`src/rtl/message_display_ctrl.sv`:
```
// Seven-segment message controller: latches a request, selects one of a few
// fixed letter messages and presents it static, blinking or scrolling.
module message_display_ctrl #(
    parameter int unsigned NUM_DIGITS  = 6,
    parameter int unsigned TICK_DIV    = 12500000,
    parameter int unsigned BLINK_TICKS = 2
) (
    input  logic                    Clk,
    input  logic                    Rst,
    input  logic [2:0]              Mode,
    input  logic                    IdOk,
    input  logic                    PswdOk,
    input  logic                    Update,
    output logic                    Ready,
    output logic [NUM_DIGITS*5-1:0] DigitCodes,
    output logic                    Blanked
);

    localparam int unsigned MSG_LEN   = 9;
    localparam int unsigned DW        = NUM_DIGITS * 5;
    localparam int unsigned TW        = $clog2(TICK_DIV);
    localparam int unsigned BW        = $clog2(BLINK_TICKS + 1);
    localparam int unsigned OFFW      = $clog2(MSG_LEN + NUM_DIGITS);
    localparam int unsigned OFF_MAX   = MSG_LEN + NUM_DIGITS - 1;
    localparam int unsigned PW        = OFFW + 1;
    localparam bit          DO_SCROLL = (MSG_LEN > NUM_DIGITS);

    localparam logic [4:0] L_BL = 5'b00000;
    localparam logic [4:0] L_A  = 5'b00001;
    localparam logic [4:0] L_C  = 5'b00011;
    localparam logic [4:0] L_D  = 5'b00100;
    localparam logic [4:0] L_F  = 5'b00110;
    localparam logic [4:0] L_I  = 5'b01001;
    localparam logic [4:0] L_L  = 5'b01011;
    localparam logic [4:0] L_O  = 5'b01101;
    localparam logic [4:0] L_P  = 5'b01110;
    localparam logic [4:0] L_S  = 5'b10001;
    localparam logic [4:0] L_U  = 5'b10011;

    typedef enum logic [2:0] {
        IDLE,
        LOAD,
        STATIC,
        SCROLL,
        BLINK
    } state_t;

    state_t                        state, stateNext, msgState;
    logic [TW-1:0]                 tickCnt, tickCntNext;
    logic [OFFW-1:0]               offset, offsetNext;
    logic [BW-1:0]                 blinkCnt, blinkCntNext;
    logic                          phaseOn, phaseOnNext;
    logic [2:0]                    modeLat, modeLatNext;
    logic                          idOkLat, idOkLatNext;
    logic                          pswdOkLat, pswdOkLatNext;
    logic [DW-1:0]                 digitsNext;
    logic                          blankedNext;
    logic                          readyNext;
    logic [MSG_LEN-1:0][4:0]       layout;
    logic [DW-1:0]                 frame;
    logic                          accept;
    logic                          tick;

    assign accept = Update && Ready;
    assign tick   = (tickCnt == TW'(TICK_DIV - 1));

    // Message characters at their absolute digit positions (scroll uses the same array)
    always_comb begin
        layout   = '0;
        msgState = STATIC;
        if (modeLat == 3'b011) begin
            layout[0] = L_S; layout[1] = L_U; layout[2] = L_C; layout[3] = L_C;
        end else if (modeLat == 3'b100) begin
            layout[0] = L_F; layout[1] = L_A; layout[2] = L_I; layout[3] = L_L;
            msgState  = BLINK;
        end else if (modeLat == 3'b101) begin
            layout[0] = L_F; layout[1] = L_A; layout[2] = L_I; layout[3] = L_L;
            layout[4] = L_BL;
            layout[5] = L_P; layout[6] = L_S; layout[7] = L_C; layout[8] = L_O;
            msgState  = DO_SCROLL ? SCROLL : STATIC;
        end else if (!idOkLat) begin
            layout[2] = L_I; layout[3] = L_D;
        end else if (!pswdOkLat) begin
            layout[1] = L_P; layout[2] = L_S; layout[3] = L_C; layout[4] = L_O;
        end
    end

    // Scroll offset kept separate so the frame below can be built from its next value
    always_comb begin
        offsetNext = offset;
        if (accept || state == LOAD) begin
            offsetNext = '0;
        end else if (state == SCROLL && tick) begin
            offsetNext = (offset == OFFW'(OFF_MAX)) ? '0 : offset + OFFW'(1);
        end
    end

    for (genvar g = 0; g < NUM_DIGITS; g++) begin : gDigit
        logic [PW-1:0] pos;
        assign pos = PW'(g) + PW'(offsetNext);
        assign frame[g*5 +: 5] = (pos < PW'(MSG_LEN)) ? layout[pos[3:0]] : 5'd0;
    end

    always_comb begin
        stateNext     = state;
        tickCntNext   = tick ? '0 : tickCnt + TW'(1);
        blinkCntNext  = blinkCnt;
        phaseOnNext   = phaseOn;
        modeLatNext   = modeLat;
        idOkLatNext   = idOkLat;
        pswdOkLatNext = pswdOkLat;
        digitsNext    = DigitCodes;
        blankedNext   = 1'b0;
        readyNext     = 1'b1;

        if (accept) begin
            stateNext     = LOAD;
            tickCntNext   = '0;
            blinkCntNext  = '0;
            phaseOnNext   = 1'b1;
            modeLatNext   = Mode;
            idOkLatNext   = IdOk;
            pswdOkLatNext = PswdOk;
            readyNext     = 1'b0;
        end else begin
            case (state)
                LOAD: begin
                    stateNext    = msgState;
                    tickCntNext  = '0;
                    blinkCntNext = '0;
                    phaseOnNext  = 1'b1;
                    digitsNext   = frame;
                end
                SCROLL: begin
                    digitsNext = frame;
                end
                BLINK: begin
                    if (tick) begin
                        if (blinkCnt == BW'(BLINK_TICKS - 1)) begin
                            blinkCntNext = '0;
                            phaseOnNext  = !phaseOn;
                        end else begin
                            blinkCntNext = blinkCnt + BW'(1);
                        end
                    end
                    digitsNext  = phaseOnNext ? frame : '0;
                    blankedNext = !phaseOnNext;
                end
                default: begin
                end
            endcase
        end
    end

    always_ff @(posedge Clk or negedge Rst) begin
        if (!Rst) begin
            state      <= IDLE;
            tickCnt    <= '0;
            offset     <= '0;
            blinkCnt   <= '0;
            phaseOn    <= 1'b1;
            modeLat    <= 3'b000;
            idOkLat    <= 1'b0;
            pswdOkLat  <= 1'b0;
            DigitCodes <= '0;
            Blanked    <= 1'b0;
            Ready      <= 1'b1;
        end else begin
            state      <= stateNext;
            tickCnt    <= tickCntNext;
            offset     <= offsetNext;
            blinkCnt   <= blinkCntNext;
            phaseOn    <= phaseOnNext;
            modeLat    <= modeLatNext;
            idOkLat    <= idOkLatNext;
            pswdOkLat  <= pswdOkLatNext;
            DigitCodes <= digitsNext;
            Blanked    <= blankedNext;
            Ready      <= readyNext;
        end
    end

endmodule

```
`config.mk`:
```
export PLATFORM = sky130hd
export DESIGN_NAME = message_display_ctrl
export DESIGN_NICKNAME = d
export VERILOG_FILES = /design/src/rtl/message_display_ctrl.sv
export SDC_FILE = /design/constraint.sdc
export NUM_CORES = 1
export LEC_CHECK = 0
export ABC_AREA = 1
export BUFFER_PORTS_ARGS = -buffer_cell sky130_fd_sc_hd__buf_2
export CAP_MARGIN = 30
export CORE_MARGIN = 3
export CORE_UTILIZATION = 60
export DETAILED_ROUTE_END_ITERATION = 10
export PLACE_DENSITY = 0.87
export SYNTH_ARGS = -nofsm -noshare
export SYNTH_HDL_FRONTEND = slang
export SYNTH_SLANG_ARGS = --single-unit
```
`constraint.sdc`:
```
create_clock -name Clk -period 3.5 [get_ports Clk]
set_input_delay 0.35 -clock Clk [delete_from_list [all_inputs] [get_ports Clk]]
set_output_delay 0.35 -clock Clk [all_outputs]
set_load 0.03 [all_outputs]
```
# After elaboration in Yosys (flattened, before gate mapping)
# Cells that the tools add are included.
# Widths: inputs -> output; s select.
# word_totals
register_bits	71
inputBits	8
output_inout_bits	32
# op_classes
add_sub_neg	8
n_lt_le_gt_ge	12
eq_ne	10
mux	55
bitwise_logic	1
reduce_logical	11
# ops
op	n
$bmux 5 s4	6
$mux 24	4
$mux 5	13
$mux 20	3
$pmux 30 s2	1
$mux 19	2
$lt 4x5->1 const B	6
$mux 30	1
$lt 5x4->1 const B	5
$mux 25	1
$add 24x1->24 const B	1
$eq 24x24->1 const B	1
$mux 4	4
$mux 3	5
$add 2x4->5 const A	2
$add 3x4->5 const A	2
$mux 10	1
$eq 3x3->1 const B	3
$mux 1	9
$eq 3x2->1 const B	2
$mux 2	3
$add 1x4->5 const A	1
$add 4x1->4 const B	1
$eq 4x4->1 const B	1
15 further kinds	19

# Longest topological paths before layout
# Gate-level depths: netlist (run 1).
# depth
ltp_word	10
depth_mapped	20
ltp_nobuf	18

# Worst setup path before layout (run 1)
# Ideal clock, no wire load.
# synth_timing
path_kind	reg2reg
from	register tickCnt[0]
to	register DigitCodes[15]
setup_ps	66
arrival_ps	2845
t_required_ps	3434
path_slack_ps	590
stages_incl_launch_ff	17
path_buffers	3
path_cell_list	dfrtp_1 -> ha_1 -> nand2_1 -> nor2_2 -> nand2_1 -> nor2_4 -> nand3_4 -> nand2_1 -> nand3_1 -> buf_2 -> ha_1 -> clkbuf_1 -> clkbuf_1 -> nand3_1 -> a21oi_2 -> nand3_1 -> nand2_1
# synth_between
elab_chain_cells	10
# synth_rtl
element	line	text
from (decl)	49	logic [TW-1:0] tickCnt, tickCntNext;
from (signal assigned)	170	tickCnt <= tickCntNext;
$eq 24x24->1 *	65	assign tick = (tickCnt == TW'(TICK_DIV - 1));
$logic_and 1x1->1	93	end else if (state == SCROLL && tick) begin
$mux 4	93	
$mux 4	91	if (accept || state == LOAD) begin
$add 2x4->5	100	assign pos = PW'(g) + PW'(offsetNext);
$bmux 5 s4	101	assign frame[g*5 +: 5] = (pos < PW'(MSG_LEN)) ? layout[pos[3:0]] : 5'd0;
$mux 5 (not written as such)	101	
$mux 5	101	
$mux 30	146	digitsNext = phaseOnNext ? frame : '0;
$pmux 30 s2 *	126	case (state)
to (signal assigned)	177	DigitCodes <= digitsNext;
to (decl)	15	output logic [NUM_DIGITS*5-1:0] DigitCodes,
# Mark *: on every way between the ends. The rest lies on a longest branch, timed or not. The select of a mux whose other input is x is not followed.
# A chain may end at the register's enable or synchronous reset.

# Final worst setup path (run 1)
# layout_timing
from	register tickCnt[0]
to	register DigitCodes[8]
# layout_between
elab_chain_cells	10
# layout_rtl
element	line
$eq 24x24->1 *	65
$logic_and 1x1->1	93
$mux 4	93
$mux 4	91
$add 1x4->5	100
$bmux 5 s4	101
$mux 5 (not written as such)	101
$mux 5	101
$mux 30	146
$pmux 30 s2 *	126
# Marks and branches as above.

==> results of run 1 <==
==> metrics by stage <==
stage	util (%)	cell area, sq um	setup slack [ns]	instances	total power [mW]
floorplan	-	4650	0.590	685	1.75
global route	69.7	5140	0.237	830	2.85
global placement	67.0	4940	0.676	814	2.00
finish	69.7	5140	0.577	830	2.68
CTS	69.7	5140	0.595	830	2.68
detailed placement	67.0	4940	0.602	814	2.02
==> final cells by class <==
cell class              count  area share, %
well taps                  99           2.41
repair buffers             47           4.97
clock buffers              11           2.75
clock inverters             5           1.14
flip-flops and latches     71           34.6
inverters                  72           5.26
multi-input cells         525           48.8
==> critical path: stages (launching register included) <==
cell and delay, ns:
dfrtp_1 0.37, ha_1 0.17, nand2_1 0.08, nor2_2 0.20, nand2_1 0.13, nor2_4 0.19, nand4_2 0.22, nand2_1 0.15
nor2_2 0.05, ha_1 0.26, inv_1 0.11, nand2_1 0.06, nand2_1 0.33, nand2_1 0.17, a21oi_4 0.20, nand3_1 0.10
nand2_1 0.07
==> synth_stat cells, types with 3 or more instances <==
master / n / area share, %
nand2_1: 241 / 19
nand3_1: 78 / 8.4
dfrtp_1: 69 / 37
inv_1: 67 / 5.4
nor2_1: 57 / 4.6
o21ai_0: 33 / 3.6
a21oi_1: 28 / 3.0
nand4_1: 15 / 2.0
nor3_1: 12 / 1.3
clkbuf_1: 10 / 0.81
nand2_2: 7 / 0.94
ha_1: 6 / 1.6
o21ai_1: 5 / 0.54
a21oi_2: 4 / 0.75
inv_2: 4 / 0.32
nand2_4: 4 / 0.97
nor2_2: 4 / 0.54
nor2_4: 4 / 0.97
buf_2: 3 / 0.32
nand3_2: 3 / 0.65
o211ai_1: 3 / 0.48
==> sequential cells by signal (all words and copies together) (netlist names) <==
register / cells
offset: 4
Blanked: 1
phaseOn: 1
state: 3
pswdOkLat: 1
DigitCodes: 30
modeLat: 3
tickCnt: 24
Ready: 1
blinkCnt: 2
idOkLat: 1
==> kinds of logic after synthesis <==
| kind of cell | share of synthesized area (%) |
|---|---|
| simple gates | 42.3 |
| buf+inv | 7.75 |
| compound gates | 9.45 |
| flops | 38.3 |
| fa+ha+maj | 1.62 |
| xor+xnor | 0.377 |
| mux | 0.215 |
==> layer usage <==
| layer | GRT usage, % | vias to the layer above | wire length, um |
|---|---|---|---|
| met5 | 0 | - | 0 |
| met4 | 9.15 | 0 | 299 |
| met3 | 5.69 | 33 | 786 |
| met2 | 45.0 | 192 | 5440 |
| met1 | 38.5 | 2183 | 5290 |
| li1 | - | 2302 | - |
==> path summary, 6_finish.rpt <==
path | cells after the start | endpoint | slack, ns
hold / removal | 1 | tickCnt[10] | 0.08
setup reg to reg | 16 | DigitCodes[8] | 0.58
hold reg to reg | 1 | tickCnt[0] | 0.47
setup / recovery | 16 | DigitCodes[8] | 0.58
max in group asynchronous | 2 | DigitCodes[29] | 2.42
min in group Clk | 3 | modeLat[0] | 0.20
==> power groups by stage <==
stage	combinational [mW]	clock [mW]	sequential (mW)
floorplan	0.492	0	1.26
global placement	0.948	0	1.05
detailed placement	0.965	0	1.06
CTS	0.967	0.672	1.04
global route	1.08	0.713	1.06
finish	0.971	0.668	1.04
==> impl_results.md, run 1 <==
* Status: finished clean
* Global-route wire length before repair at 19700 um
* Post-Syn Instances at 685
* Storage element area at 0.00178 sq mm
* Syn Nets at 699
* R2r startpoint: tickCnt[0]
* Std-Cell Rows at 31
* Vias in the first global route at 4311
* Sequential share of power at 38.9%
* FMAX at 0.342 GHz
* Pleak at 2.72 nW
* Most frequent cells in the layout: nand2_1 (241), nand3_1 (78), dfrtp_1 (69)
* Max Buffers Root-to-Sink at 2
* Routed vias at 4710
* Initial Util at 63.1%
* Worst setup EP type: flop
* Comb pwr share at 36.2%
* Postcts setup bufs at 0
* Post-synth EDFFs at 0
* Final WL at 11800 um
* Synthesized area at 0.00465 sq mm
* P per Cell Area at 522 mW/mm^2
* Ys async rst share at 100%
* Final HPWL DP at 8960 um
* Worst vdd ir at 0.350 mV
* CTS tree: done
* Synth unique cells at 41
* Initial antenna violation count at 0
* Share of cells above drive strength 1 at 13.5%
* Multi-input logic area at 0.00251 sq mm
* Global placement routability congestion at 1.02
* Minimum clock period at 2.92 ns
* Final Skew at 0.0151 ns
* Boundary pin count at 40
* Net Sw Frac at 41.7%
* Number of fill cells in the layout at 622
* Clock Latency Late Sink at 0.36 ns
* Ys flop type: dfrtp_1
* Seq/Total Area, Yosys at 38.3%
* Layout area overhead at 10.5%
* WL/cell at 14.2 um
* # diodes at 0
* Critical path startpoint category: flop
* Final number of setup-violating endpoints at 0
* Total Nets Final at 740
* CP max FO at 12
* WHS at 0.0833 ns
* Avg Cell Area, Syn at 6.78 sq um
* Period utilization at 83.5%
* Register bit count reported by yosys at 71
* Pre-antenna DRT Iters at 5
* Root Buffer: clkbuf_8
* H-Tree Depth at 3
* Critical path data arrival time at 3.22 ns
* Cts repair resizes at 0
* P_int at 1.56 mW
* Worst setup path startpoint: tickCnt[0]
* Port bufs at 39
* Most common cell after layout, fill and taps aside: nand2_1
* Die width at 94.0 um
* Worst Hold Class: in2async
* Die area at 0.00884 sq mm
* CORE AREA at 0.00737 sq mm
* Worst slew margin at 40.9%
* Reg clk slew, reported paths at 0.09 ns
* RSZ-0062 raised after global routing: false
* Clk sinks at 71
* Max Cap Viol at 0
* Die height at 94.0 um
* Max-slew violation total from the final report at 0
* Via density at 5.67
* Worst slew pin tran at 0.886 ns
* CTS Buf Count at 9
* CP Class: reg2reg
* Final hold viol count at 0
* GRT Util Overall at 28.2%
* Hold bufs inserted after CTS at 0
* Sum Neg Setup Slack at 0 ns
* WP data required at 3.80 ns
* Syn. warnings at 0
* Largest net degree at the start of global routing at 37
* DR iter-0 viols at 441
* DRC Markers at 0
* Post-route antenna net violation count at 0
* Part of the power in the clock network at 24.9%
* Net Sw Power at 1.12 mW
* Total grt overflow at 0
Power figures use the tool's default switching activity.
==> run 2, diff against run 1 <==
clock period = 3.03 ns   (was 3.5 ns; I/O delays follow)
==> impl_results.md, run 2 (synthesis gave the netlist of run 1 again) <==
* Status: complete, but fails checks
* Violated checks: negative hold slack
* Setup WS pre-CTS at 0.154 ns
* Max reg flops at 30
* Hold bufs inserted after CTS at 0
* Final HPWL DP at 8910 um
* CORE AREA at 0.00737 sq mm
* Period utilization at 93.7%
* Pleak at 2.74 nW
* Number of fill cells in the layout at 625
* FMAX at 0.352 GHz
* Pre-antenna DRT Iters at 6
* R2R Path End: DigitCodes[27]
* Met3 usage at 3.85%
* Multi-input logic area at 0.00252 sq mm
* CP max FO at 18
* Largest Register: DigitCodes
* DR iter-0 viols at 450
* Die height at 94.0 um
* Storage element area at 0.00178 sq mm
* PnR Total Power at 3.12 mW
* R2R cell count at 15
* WP data required at 3.33 ns
* Postcts setup bufs at 0
* Share of cells above drive strength 1 at 14.3%
* Post-route antenna net violation count at 0
* WL/cell at 14.5 um
* Most frequent cells in the layout: nand2_1 (240), nand3_1 (78), dfrtp_1 (69)
* GR Layer Usage met2 at 47.9%
* P_int at 1.80 mW
* Final Skew at 0.0165 ns
* P per Cell Area at 600 mW/mm^2
* Sequential share of power at 38.6%
* Fin util at 70.4%
* # diodes at 0
* Crit-path cells: ha_1 > nand2_1 > nor2_4 > nand2_1 > nor2_4 > nand3_4 > nand2_1 > nand3_1 > ha_1 > buf_4 > nor2_1 > nand2_1 > a21oi_4 > nand3_1 > nand2_1
* M1 GR Usage at 40.9%
* CP Class: reg2reg
* Die width at 94.0 um
* Finished Cell Area at 0.00519 sq mm
* Reg clk slew, reported paths at 0.09 ns
* Crit path buf inv count at 1
* DRC Markers at 0
* WHS at -0.00462 ns
* CTS Buf Count at 9
* Top flop regs: DigitCodes: 30 flops, tickCnt: 24 flops, offset: 4 flops
* Critical path's largest stage delay at 0.38 ns
* Final WL at 12100 um
* H-Tree Depth at 3
* Net Sw Frac at 42.1%
* Worst Hold Class: in2async
* GRT Util Overall at 29.7%
* Cell mode on critical path: nand2_1
* Clk sinks at 71
* Most common cell after layout, fill and taps aside: nand2_1
* Vias in the first global route at 4598
* Root Buffer: clkbuf_8
* CTS tree: done
* Layout area overhead at 11.7%
* Global placement routability congestion at 0.991
* Total Nets Final at 743
* Net Sw Power at 1.31 mW
* Initial antenna violation count at 0
* Worst vdd ir at 0.392 mV
* Grt peak-use layer: met2
* Final Worst Setup Slack at 0.192 ns
* Routed vias at 4838
* Critical path data arrival time at 3.14 ns
* Worst slew margin at 42.3%
* Largest net degree at the start of global routing at 40
* Std-Cell Rows at 31
* Final hold viol count at 5
* Total grt overflow at 0
* Die area at 0.00884 sq mm
* Initial Util at 63.1%
* Reg2Reg Setup Slack at 0.19 ns
* Worst slew pin tran at 0.864 ns
* R2r startpoint: tickCnt[0]
* Critical path startpoint category: flop
* Post-DP Area at 0.00497 sq mm
* Max Cap Viol at 0
* Clock Latency Late Sink at 0.36 ns
* Max Buffers Root-to-Sink at 2
* Global-route wire length before repair at 20900 um
* Slowest-stage cell, CP: dfrtp_1
* Part of the power in the clock network at 25.1%
* Worst setup EP type: flop
* Comb pwr share at 36.3%
* Minimum clock period at 2.84 ns
* Max-slew violation total from the final report at 0
* Final number of setup-violating endpoints at 0
* Boundary pin count at 40
* CP delay by family, top: simple AND/OR/NAND/NOR gates
* Via density at 5.81
* Port bufs at 39
run 2: metal layers:
layer	part of all wire [%]	up-vias
met3	6.5	32
met5	0	-
met1	44	2281
met4	2.4	0
met2	47	215
li1	-	2310
run 2: what timing repair did:
action	CTS	global route
hold endpoints to repair	0	0
setup endpoints to repair	0	15
resized for setup	0	4
run 2: per-stage QoR:
stage | setup TNS (ns) | hold WS (ns) | cells
2_1_floorplan | 0 | 0.00741 | 685
3_3_place_gp | 0 | 0.416 | 817
3_5_place_dp | 0 | 0.413 | 817
4_1_cts | 0 | 0.0200 | 833
5_1_grt | -0.0402 | 0.0601 | 833
6_report | 0 | -0.00462 | 833
run 2: area by class of cell:
| type | instances | share of cell area, % |
|---|---|---|
| repair buffers | 50 | 5.59 |
| inverters | 72 | 5.21 |
| clock inverters | 7 | 1.49 |
| multi-input cells | 525 | 48.6 |
| flip-flops and latches | 71 | 34.3 |
| well taps | 99 | 2.39 |
| clock buffers | 9 | 2.39 |
run 2: power by group through the flow:
stage               Combinational (mW)  Clock, mW  Sequential (mW)
floorplan                        0.568          0             1.45
global placement                  1.10          0             1.21
detailed placement                1.12          0             1.22
CTS                               1.12      0.793             1.20
global route                      1.26      0.832             1.23
finish                            1.13      0.783             1.20
run 2: worst max-delay path by stage:
stage | cells past startpoint | to | start
floorplan | 16 | DigitCodes[15] | tickCnt[0]
global placement | 16 | DigitCodes[7] | tickCnt[0]
detailed placement | 16 | DigitCodes[7] | tickCnt[0]
CTS | 16 | DigitCodes[7] | tickCnt[0]
global route | 15 | DigitCodes[27] | tickCnt[0]
finish | 15 | DigitCodes[27] | tickCnt[0]
run 2: worst reg2reg max path: stages (launching register included):
cell and delay (ns):
dfrtp_1 0.38, ha_1 0.18, nand2_1 0.11, nor2_4 0.17, nand2_1 0.13, nor2_4 0.19
nand3_4 0.11, nand2_1 0.12, nand3_1 0.12, ha_1 0.33, buf_4 0.21, nor2_1 0.19
nand2_1 0.12, a21oi_4 0.22, nand3_1 0.12, nand2_1 0.08
==> run 3, diff against run 2 <==
ABC_AREA = not set   (was 1)
==> impl_results.md, run 3 <==
* Synth unique cells at 81
* Worst slew pin tran at 0.772 ns
* Worst vdd ir at 0.456 mV
* Reg clk slew, reported paths at 0.08 ns
* Most common cell after layout, fill and taps aside: nand2_1
* R2r startpoint: tickCnt[0]
* # diodes at 0
* R2R cell count at 12
* Max reg flops at 30
* Die height at 93.9 um
* Port bufs at 39
* Initial Util at 62.8%
* Die area at 0.00881 sq mm
* CP max FO at 6
* Ys flop type: dfrtp_1
* Die width at 93.9 um
* Minimum clock period at 3.01 ns
* Via density at 6.33
* Reg2Reg Setup Slack at 0.02 ns
* Synthesized area at 0.00463 sq mm
* Routed vias at 4570
* CTS tree: done
* Post-route antenna net violation count at 0
* FMAX at 0.332 GHz
* Root Buffer: clkbuf_8
* Status: finished clean
* Largest Register: DigitCodes
* Initial antenna violation count at 0
* P per Cell Area at 516 mW/mm^2
* Clock Latency Late Sink at 0.36 ns
* Top area cells in the synthesized netlist: dfrtp_1 (37%), nand2_1 (6.2%), nor2_1 (4.3%), a21oi_1 (3.8%), o21ai_0 (3.5%)
* Layout area overhead at 21.9%
* Total grt overflow at 0
* RSZ-0062 raised after global routing: true
* DR iter-0 viols at 403
* Pleak at 2.52 nW
* Total Nets Final at 632
* Final Worst Setup Slack at 0.0182 ns
* R2R Path End: DigitCodes[13]
* Share of the synthesized area in the top cell type at 37.3%
* Std-Cell Rows at 31
* Crit path buf inv count at 2
* Finished Cell Area at 0.00564 sq mm
* Final WL at 12900 um
* Pre-antenna DRT Iters at 6
* Seq/Total Area, Yosys at 38.4%
* Most frequent cells in the layout: nand2_1 (75), dfrtp_1 (67), buf_4 (60)
* Worst slew margin at 48.6%
* Ys async rst share at 100%
* Final Skew at 0.00897 ns
* WP data required at 3.27 ns
* Critical path's largest stage delay at 0.43 ns
* Final number of setup-violating endpoints at 0
* Syn. warnings at 0
* WL/cell at 17.8 um
* Boundary pin count at 40
* GRT Util Overall at 30.1%
* Share of cells above drive strength 1 at 27.6%
* Largest net degree at the start of global routing at 39
* Slowest-stage cell, CP: o41a_1
* Post-DP Area at 0.00520 sq mm
* CORE AREA at 0.00737 sq mm
* Max-slew violation total from the final report at 0
* Critical path startpoint category: flop
* DRC Markers at 0
* Critical Path Sink: DigitCodes[13]
* Final hold viol count at 0
* Register bit count reported by yosys at 71
* Cell with the most instances after synthesis: nand2_1
* Post-Syn Instances at 537
* Post-synth EDFFs at 0
* Global-route wire length before repair at 20800 um
* Hold bufs inserted after CTS at 0
* Max Buffers Root-to-Sink at 2
* CTS Buf Count at 9
* CP Depth at 12
* Period utilization at 99.4%
* H-Tree Depth at 3
* Worst Hold Class: in2async
* Avg Cell Area, Syn at 8.62 sq um
* Clk sinks at 71
* Synth cell count leaders: nand2_1 (76), dfrtp_1 (69), nor2_1 (53), a21oi_1 (35), o21ai_0 (32)
* Critical path data arrival time at 3.25 ns
* Worst setup EP type: flop
* Worst setup path startpoint: tickCnt[0]
* Top flop regs: DigitCodes: 30 flops, tickCnt: 24 flops, offset: 4 flops
* Max Cap Viol at 0
* Syn Nets at 551
* Setup WS pre-CTS at -0.00935 ns
* CP delay by family, top: compound AO/OA/AOI/OAI gates
* Cell mode on critical path: and4_4
* WHS at 0.00678 ns
* CP Class: reg2reg
* Area leader, netlist: dfrtp_1
* Global placement routability congestion at 1.01
* Number of fill cells in the layout at 501
* Crit-path cells: ha_2 > and4_4 > and4_4 > nand2_2 > o41a_1 > buf_4 > inv_4 > ha_4 > and3_4 > o2111a_1 > and2_4 > a221o_1
* Final HPWL DP at 9000 um
* Vias in the first global route at 4282
[run 3: cell type report]
class                   instances  area (sq um)  share of cell area [%]
multi-input cells             421          2800                    49.6
flip-flops and latches         71          1780                    31.6
repair buffers                102           688                    12.2
clock buffers                  11           141                    2.50
well taps                      99           124                    2.19
clock inverters                 5          57.6                    1.02
inverters                      13          53.8                   0.953
[run 3: power breakdown]
part | internal, mW | switching [mW]
sequential | 1.07 | 0.0866
clock | 0.401 | 0.374
combinational | 0.343 | 0.634
total | 1.82 | 1.10
[run 3: how the worst min path moves through the flow]
stage / from / endpoint / slack (ns) / depth (start not counted)
floorplan: Rst / Blanked / 0.007 / 0
global placement: Rst / tickCnt[10] / 0.41 / 1
detailed placement: Rst / tickCnt[10] / 0.42 / 1
CTS: Rst / tickCnt[10] / 0.03 / 1
global route: Rst / tickCnt[11] / 0.05 / 1
finish: Rst / tickCnt[10] / 0.007 / 1
[run 3: logic make-up after synthesis]
group | Yosys count | synth area share [%]
AOI/OAI and AO/OA | 155 | 23.2
DFF | 71 | 38.4
adders and majority gates | 6 | 1.62
buffers and inverters | 45 | 4.67
muxes | 6 | 1.30
and+or+nand+nor | 229 | 25.0
xor gates and xnor gates | 25 | 5.86
[run 3: what timing repair did]
item,4_1_cts,5_1_grt
buffers inserted,2,17
endpoints found under the setup margin,6,19
resized for setup,5,23
pin swaps,0,5
[run 3: stage by stage]
| stage | TNS [ns] | utilization, % | cells | power, mW |
|---|---|---|---|---|
| final | 0 | 76.6 | 722 | 2.91 |
| after floorplan | -0.115 | - | 537 | 1.79 |
| after detailed placement | -0.0127 | 70.6 | 687 | 2.10 |
| after CTS | 0 | 73.8 | 705 | 2.88 |
| after global routing | -0.193 | 76.6 | 722 | 3.07 |
| after global placement | 0 | 70.6 | 687 | 2.07 |
[run 3: routing by layer]
layer,share of wire [%],vias to the layer above,track usage (%)
met3,9.1,45,7.05
met4,3.2,0,13.0
li1,-,2127,-
met1,43,2153,42.8
met2,45,245,43.7
met5,0,-,0
